## config.mk

```make
export PLATFORM = sky130hd
export DESIGN_NAME = csr_trap_sequencer
export DESIGN_NICKNAME = d
export VERILOG_FILES = /design/src/rtl/csr_trap_sequencer.sv
export SDC_FILE = /design/constraint.sdc
export NUM_CORES = 1
export LEC_CHECK = 0
export BUFFER_PORTS_ARGS = -buffer_cell sky130_fd_sc_hd__buf_4
export CORE_UTILIZATION = 39
export DETAILED_ROUTE_END_ITERATION = 10
export MAX_ROUTING_LAYER = met4
export PLACE_DENSITY = 0.77
export SLEW_MARGIN = 20
export SYNTH_ARGS = -nofsm -noshare
export SYNTH_HDL_FRONTEND = slang
export SYNTH_SLANG_ARGS = --single-unit
```

## constraint.sdc

```tcl
create_clock -name clk -period 4.5 [get_ports clk]
set_clock_uncertainty 0.05 [all_clocks]
set_input_delay 1.125 -clock clk [delete_from_list [all_inputs] [get_ports clk]]
set_output_delay 1.125 -clock clk [all_outputs]
set_load 0.005 [all_outputs]
```

## src/rtl/csr_trap_sequencer.sv

```systemverilog
// -----------------------------------------------------------------------------
// csr_trap_sequencer
//
// Purpose:
//   Sequences machine-mode trap entry and MRET through the single CSR-file
//   write port. It also grants that port to the pipeline whenever the
//   sequencer is idle and no event is accepted in that cycle.
//
//   Trap entry uses four states: write mepc, write mcause, write mstatus,
//   then a one-cycle fetch redirect. MRET uses two states: write mstatus,
//   then a redirect to the captured mepc.
//
// State table:
//   state       | meaning
//   ------------+-----------------------------------------------------------
//   IDLE        | pipeline owns the CSR port; sample exc > irq > mret
//   SAVE_EPC    | write mepc (0x341) with the captured PC
//   SAVE_CAUSE  | write mcause (0x342) with the captured cause
//   SAVE_STATUS | write mstatus (0x300): MPIE<=MIE, MIE<=0, MPP<=11
//   TRAP_REDIR  | redirect fetch to the mtvec-derived target
//   MRET_STATUS | write mstatus (0x300): MIE<=MPIE, MPIE<=1
//   MRET_REDIR  | redirect fetch to the captured mepc
//
// Ports:
//   clk, rst                      clock, synchronous active-high reset
//   exc_valid/exc_cause/exc_pc    exception request, cause code, faulting PC
//   irq_pc                        PC saved on interrupt entry
//   mret_valid                    MRET retire request
//   mstatus_q..mepc_q             current CSR-file contents
//   pipe_csr_*                    pipeline CSR access request
//   pipe_csr_ready                pipeline access granted this cycle
//   csr_we/csr_addr/csr_wdata     CSR-file write port
//   redirect_valid/redirect_pc    one-cycle fetch redirect
//   busy                          high whenever the state is not IDLE
// -----------------------------------------------------------------------------
module csr_trap_sequencer (
    input  logic        clk,
    input  logic        rst,
    input  logic        exc_valid,
    input  logic [31:0] exc_cause,
    input  logic [31:0] exc_pc,
    input  logic [31:0] irq_pc,
    input  logic        mret_valid,
    input  logic [31:0] mstatus_q,
    input  logic [31:0] mie_q,
    input  logic [31:0] mip_q,
    input  logic [31:0] mtvec_q,
    input  logic [31:0] mepc_q,
    input  logic        pipe_csr_req,
    input  logic        pipe_csr_we,
    input  logic [11:0] pipe_csr_addr,
    input  logic [31:0] pipe_csr_wdata,
    output logic        pipe_csr_ready,
    output logic        csr_we,
    output logic [11:0] csr_addr,
    output logic [31:0] csr_wdata,
    output logic        redirect_valid,
    output logic [31:0] redirect_pc,
    output logic        busy
);

    localparam logic [2:0] IDLE        = 3'd0;
    localparam logic [2:0] SAVE_EPC    = 3'd1;
    localparam logic [2:0] SAVE_CAUSE  = 3'd2;
    localparam logic [2:0] SAVE_STATUS = 3'd3;
    localparam logic [2:0] TRAP_REDIR  = 3'd4;
    localparam logic [2:0] MRET_STATUS = 3'd5;
    localparam logic [2:0] MRET_REDIR  = 3'd6;

    localparam logic [11:0] ADDR_MSTATUS = 12'h300;
    localparam logic [11:0] ADDR_MEPC    = 12'h341;
    localparam logic [11:0] ADDR_MCAUSE  = 12'h342;

    logic [2:0]  state;
    logic [31:0] epc_r;
    logic [31:0] cause_r;
    logic [31:0] mstatus_r;
    logic [31:0] mtvec_r;
    logic [31:0] mepc_r;
    logic        irq_r;

    logic [31:0] irq_pend;
    logic        irq_take;
    logic [3:0]  irq_code;
    logic        event_seen;
    logic [31:0] trap_status;
    logic [31:0] mret_status;
    logic [31:0] trap_base;
    logic [31:0] trap_target;

    // Only MEI/MSI/MTI participate; the remaining pending bits are ignored.
    logic unused_pend;
    assign unused_pend = ^{irq_pend[31:12], irq_pend[10:8], irq_pend[6:4], irq_pend[2:0]};

    always_comb begin
        irq_pend = mip_q & mie_q;
        irq_take = mstatus_q[3] & (irq_pend[11] | irq_pend[3] | irq_pend[7]);
        if (irq_pend[11])
            irq_code = 4'd11;
        else if (irq_pend[3])
            irq_code = 4'd3;
        else
            irq_code = 4'd7;
        event_seen = exc_valid | irq_take | mret_valid;
    end

    always_comb begin
        trap_status       = mstatus_r;
        trap_status[7]    = mstatus_r[3];
        trap_status[3]    = 1'b0;
        trap_status[12:11] = 2'b11;

        mret_status    = mstatus_r;
        mret_status[3] = mstatus_r[7];
        mret_status[7] = 1'b1;

        // Vectored mode only offsets interrupts; exceptions land on the base.
        trap_base = {mtvec_r[31:2], 2'b00};
        if ((mtvec_r[1:0] == 2'b01) && irq_r)
            trap_target = trap_base + {cause_r[29:0], 2'b00};
        else
            trap_target = trap_base;
    end

    always_ff @(posedge clk) begin
        if (rst) begin
            state     <= IDLE;
            epc_r     <= '0;
            cause_r   <= '0;
            mstatus_r <= '0;
            mtvec_r   <= '0;
            mepc_r    <= '0;
            irq_r     <= 1'b0;
        end else begin
            case (state)
                IDLE: begin
                    if (event_seen) begin
                        mstatus_r <= mstatus_q;
                        mtvec_r   <= mtvec_q;
                        mepc_r    <= mepc_q;
                    end
                    if (exc_valid) begin
                        epc_r   <= exc_pc;
                        cause_r <= exc_cause;
                        irq_r   <= 1'b0;
                        state   <= SAVE_EPC;
                    end else if (irq_take) begin
                        epc_r   <= irq_pc;
                        cause_r <= {1'b1, 27'b0, irq_code};
                        irq_r   <= 1'b1;
                        state   <= SAVE_EPC;
                    end else if (mret_valid) begin
                        state   <= MRET_STATUS;
                    end
                end
                SAVE_EPC:    state <= SAVE_CAUSE;
                SAVE_CAUSE:  state <= SAVE_STATUS;
                SAVE_STATUS: state <= TRAP_REDIR;
                TRAP_REDIR:  state <= IDLE;
                MRET_STATUS: state <= MRET_REDIR;
                MRET_REDIR:  state <= IDLE;
                default:     state <= IDLE;
            endcase
        end
    end

    always_comb begin
        pipe_csr_ready = 1'b0;
        csr_we         = 1'b0;
        csr_addr       = pipe_csr_addr;
        csr_wdata      = pipe_csr_wdata;
        redirect_valid = 1'b0;
        redirect_pc    = '0;
        busy           = (state != IDLE);
        case (state)
            IDLE: begin
                // An accepted event takes the port; the pipeline write is dropped.
                if (!event_seen) begin
                    pipe_csr_ready = 1'b1;
                    csr_we         = pipe_csr_req & pipe_csr_we;
                end
            end
            SAVE_EPC: begin
                csr_we    = 1'b1;
                csr_addr  = ADDR_MEPC;
                csr_wdata = epc_r;
            end
            SAVE_CAUSE: begin
                csr_we    = 1'b1;
                csr_addr  = ADDR_MCAUSE;
                csr_wdata = cause_r;
            end
            SAVE_STATUS: begin
                csr_we    = 1'b1;
                csr_addr  = ADDR_MSTATUS;
                csr_wdata = trap_status;
            end
            TRAP_REDIR: begin
                redirect_valid = 1'b1;
                redirect_pc    = trap_target;
            end
            MRET_STATUS: begin
                csr_we    = 1'b1;
                csr_addr  = ADDR_MSTATUS;
                csr_wdata = mret_status;
            end
            MRET_REDIR: begin
                redirect_valid = 1'b1;
                redirect_pc    = mepc_r;
            end
            default: ;
        endcase
    end

endmodule

```

==> metrics <==
core box area=24400 sq um; GR Util met1=0.346; Peak Freq=230 MHz; first-pass GRT wire length=54.6 mm; largest net degree at the start of global routing=approximately 120; most common library cells after synthesis=nand2_1, a21oi_1, dfxtp_1, o21ai_0, clkbuf_1; Async SR Flop Fraction=0; Synth Area in Compound Gates=0.276; GRT busiest layer=met2; Peak VDD IR=approximately 0.24 mV; Congestion Overflow GR=0; Ports=386; number of inserted diodes=0; Die Wd=160 um; die area=between 20000 and 30000 sq um; Hold/Removal Path Class=reg2reg; most common cell in the netlist=nand2_1; TNS Setup=0 ns; Slew headroom=0.286; CTS buffer count=17; post-layout min period=4.35 ns; Final Cycle Share=0.966; Multi-input gate area=6140 sq um; clk sinks=164; number of buffers inserted by hold repair at cts=0; layout cells sized above 1=0.266; Max-Cap Viols=0; area share of xor/xnor cells in the synthesized design=0.0216; Rows=57; GRT met3 Usage=0.0436; vias per inst=5.57; Starting Density=0.399; post-synthesis sequential area ratio=0.338; startpoint class of the critical path=flip-flop; Final Wtd Congestion=about 0.9; peak fanout along the critical path=6; met2 Track Usage GR=0.463; Yosys warning count=0; Layout area overhead=34.8%; final hold violation count=0; Tot Pwr=5.29 mW; syn avg cell area=7.27 sq um; Synth area leader=dfxtp_1; FF+latch count, synth=164; drt first pass iters=5; Antenna Nets Post-Route=0; P_leak=roughly 5.6 nW; vias in the first global route=10100; Cell Area, Placed=12300 sq um; filler cell count=roughly 2400; Pins Over Slew Limit=0; IO buf count=327; FF+latch area=roughly 3300 sq um; Root Driver=clkbuf_16; Syn Nets=1674; distinct cell type count after synthesis=slightly below 70; vias=10800; Synth area leaders=dfxtp_1, nand2_1, a21oi_1, mux2i_1, o21ai_0; critical path class=reg2out; Worst setup EP type=primary output; Die Y=roughly 160 um; Cell Pwr Density=403 nW/um^2; Slew @ Worst Pin=1.07 ns; fin area=13100 sq um; Crit path arrival time=3.17 ns; Synth Cell Area=9730 sq um; DRC viols=0; final setup fails=0; Post-Synthesis Cells=1338; CTS H-Tree Depth=4; Routed WL per cell=18.5 um; post-DP HPWL=between 20 and 30 mm; main combinational cell family by area after synthesis=compound AO/OA/AOI/OAI gates; Primary FF master, synth=dfxtp_1; Longest Clk Path Bufs=2; final wirelength=35.9 mm; outcome=finished, final reports clean; share of the synthesized area in the top cell type=0.338; Synth Area in Adders=0.0394; mux cell area share after synthesis=0.0628; initial antenna violation count=0; clock-pin slew on the worst setup and hold paths=0.07 ns; nets=~1900; Worst-Skew Late Latency=0.43 ns; worst reg2reg path depth=7; total track usage=0.280; Worst Path Required=3.32 ns; Hold Crit Depth=2; EDFF count, synth=0; CTS tree=yes; DRT iter0 DRCs=937; Post-Synth Simple-Gate Area=0.211
## logic make-up after synthesis
logic type | Yosys count
XOR/XNOR | 24
buffers and inverters | 116
AND/OR/NAND/NOR | 485
AO/OA/AOI/OAI | 458
adder cells (fa/ha/maj) | 30
flip-flops | 164
multiplexers | 61
## cell type report
cell class | count | share of cell area
Clock inverter | 13 | 0.0105
Multi-Input combinational cell | 1058 | 0.468
Inverter | 8 | 0.00229
Sequential cell | 164 | 0.251
Tap cell | 324 | 0.0309
Clock buffer | 19 | 0.0345
Timing Repair Buffer | 353 | 0.202
## worst max-delay path: stages, from the launching register on
cell	delay, ns
dfxtp_1	0.36
ha_2	0.40
and3_1	0.23
and3_4	0.21
a32oi_4	0.15
a221oi_4	0.31
a41o_1	0.28
mux2i_1	0.23
a21oi_1	0.09
o311a_1	0.35
buf_4	0.14
## state kept, by name (all words and copies together) (netlist names)
name,cells
mepc_r,32
state,3
epc_r,32
mstatus_r,32
irq_r,1
cause_r,32
mtvec_r,32
## cells in the final DEF, fill, tap and decap left out, types with 6 or more instances in the layout
cell type,Yosys,final
a211oi_1,41,41
a21o_1,11,11
a21oi_1,222,221
a31oi_1,7,7
and2_1,8,7
and3_1,8,7
buf_4,0,352
clkbuf_16,0,17
dfxtp_1,164,160
ha_1,29,17
ha_4,0,8
mux2i_1,61,61
nand2_1,322,322
nand2b_1,7,7
nand3_1,33,33
nor2_1,65,63
nor3_1,11,10
o211a_1,6,6
o211ai_1,10,10
o21ai_0,94,92
o22ai_1,34,34
xnor2_1,14,14
xor2_1,10,10
## worst paths after layout
kind / from / end / slack [ns]
worst max-delay path: cause_r[10] / redirect_pc[31] / 0.15
worst min-delay path: mepc_r[28] / mepc_r[28] / 0.40
worst max register to register: state[1] / mtvec_r[21] / 1.14
worst min register to register: mepc_r[28] / mepc_r[28] / 0.40
## power breakdown
part / internal [mW] / leakage, nW / switching, mW
Sequential: 1.66 / 1.35 / 0.183
Clock: 0.812 / 0.285 / 0.684
Combinational: 0.827 / 3.94 / 1.12
## stage by stage
| step | instances | setup slack (ns) | utilization | hold WS, ns |
|---|---|---|---|---|
| floorplan | 1338 | 0.925 | - | 0.379 |
| global route | 1939 | -0.0125 | 0.538 | 0.415 |
| global placement | 1903 | 0.345 | 0.505 | 0.389 |
| CTS | 1935 | 0.0153 | 0.529 | 0.404 |
| finish | 1939 | 0.154 | 0.538 | 0.402 |
| detailed placement | 1903 | 0.338 | 0.505 | 0.394 |
## routing by layer
metal	share of wire	up-vias
met5	0	-
met4	0.025	0
met3	0.065	58
met2	0.49	457
met1	0.42	5022
li1	-	5255
## timing repair
item	4_1_cts	5_1_grt
gates resized for setup	1	27
setup buffers	0	4
pin swaps	0	6
endpoints found under the setup margin	4	5
Note: power is estimated with default switching activity, not from simulation.
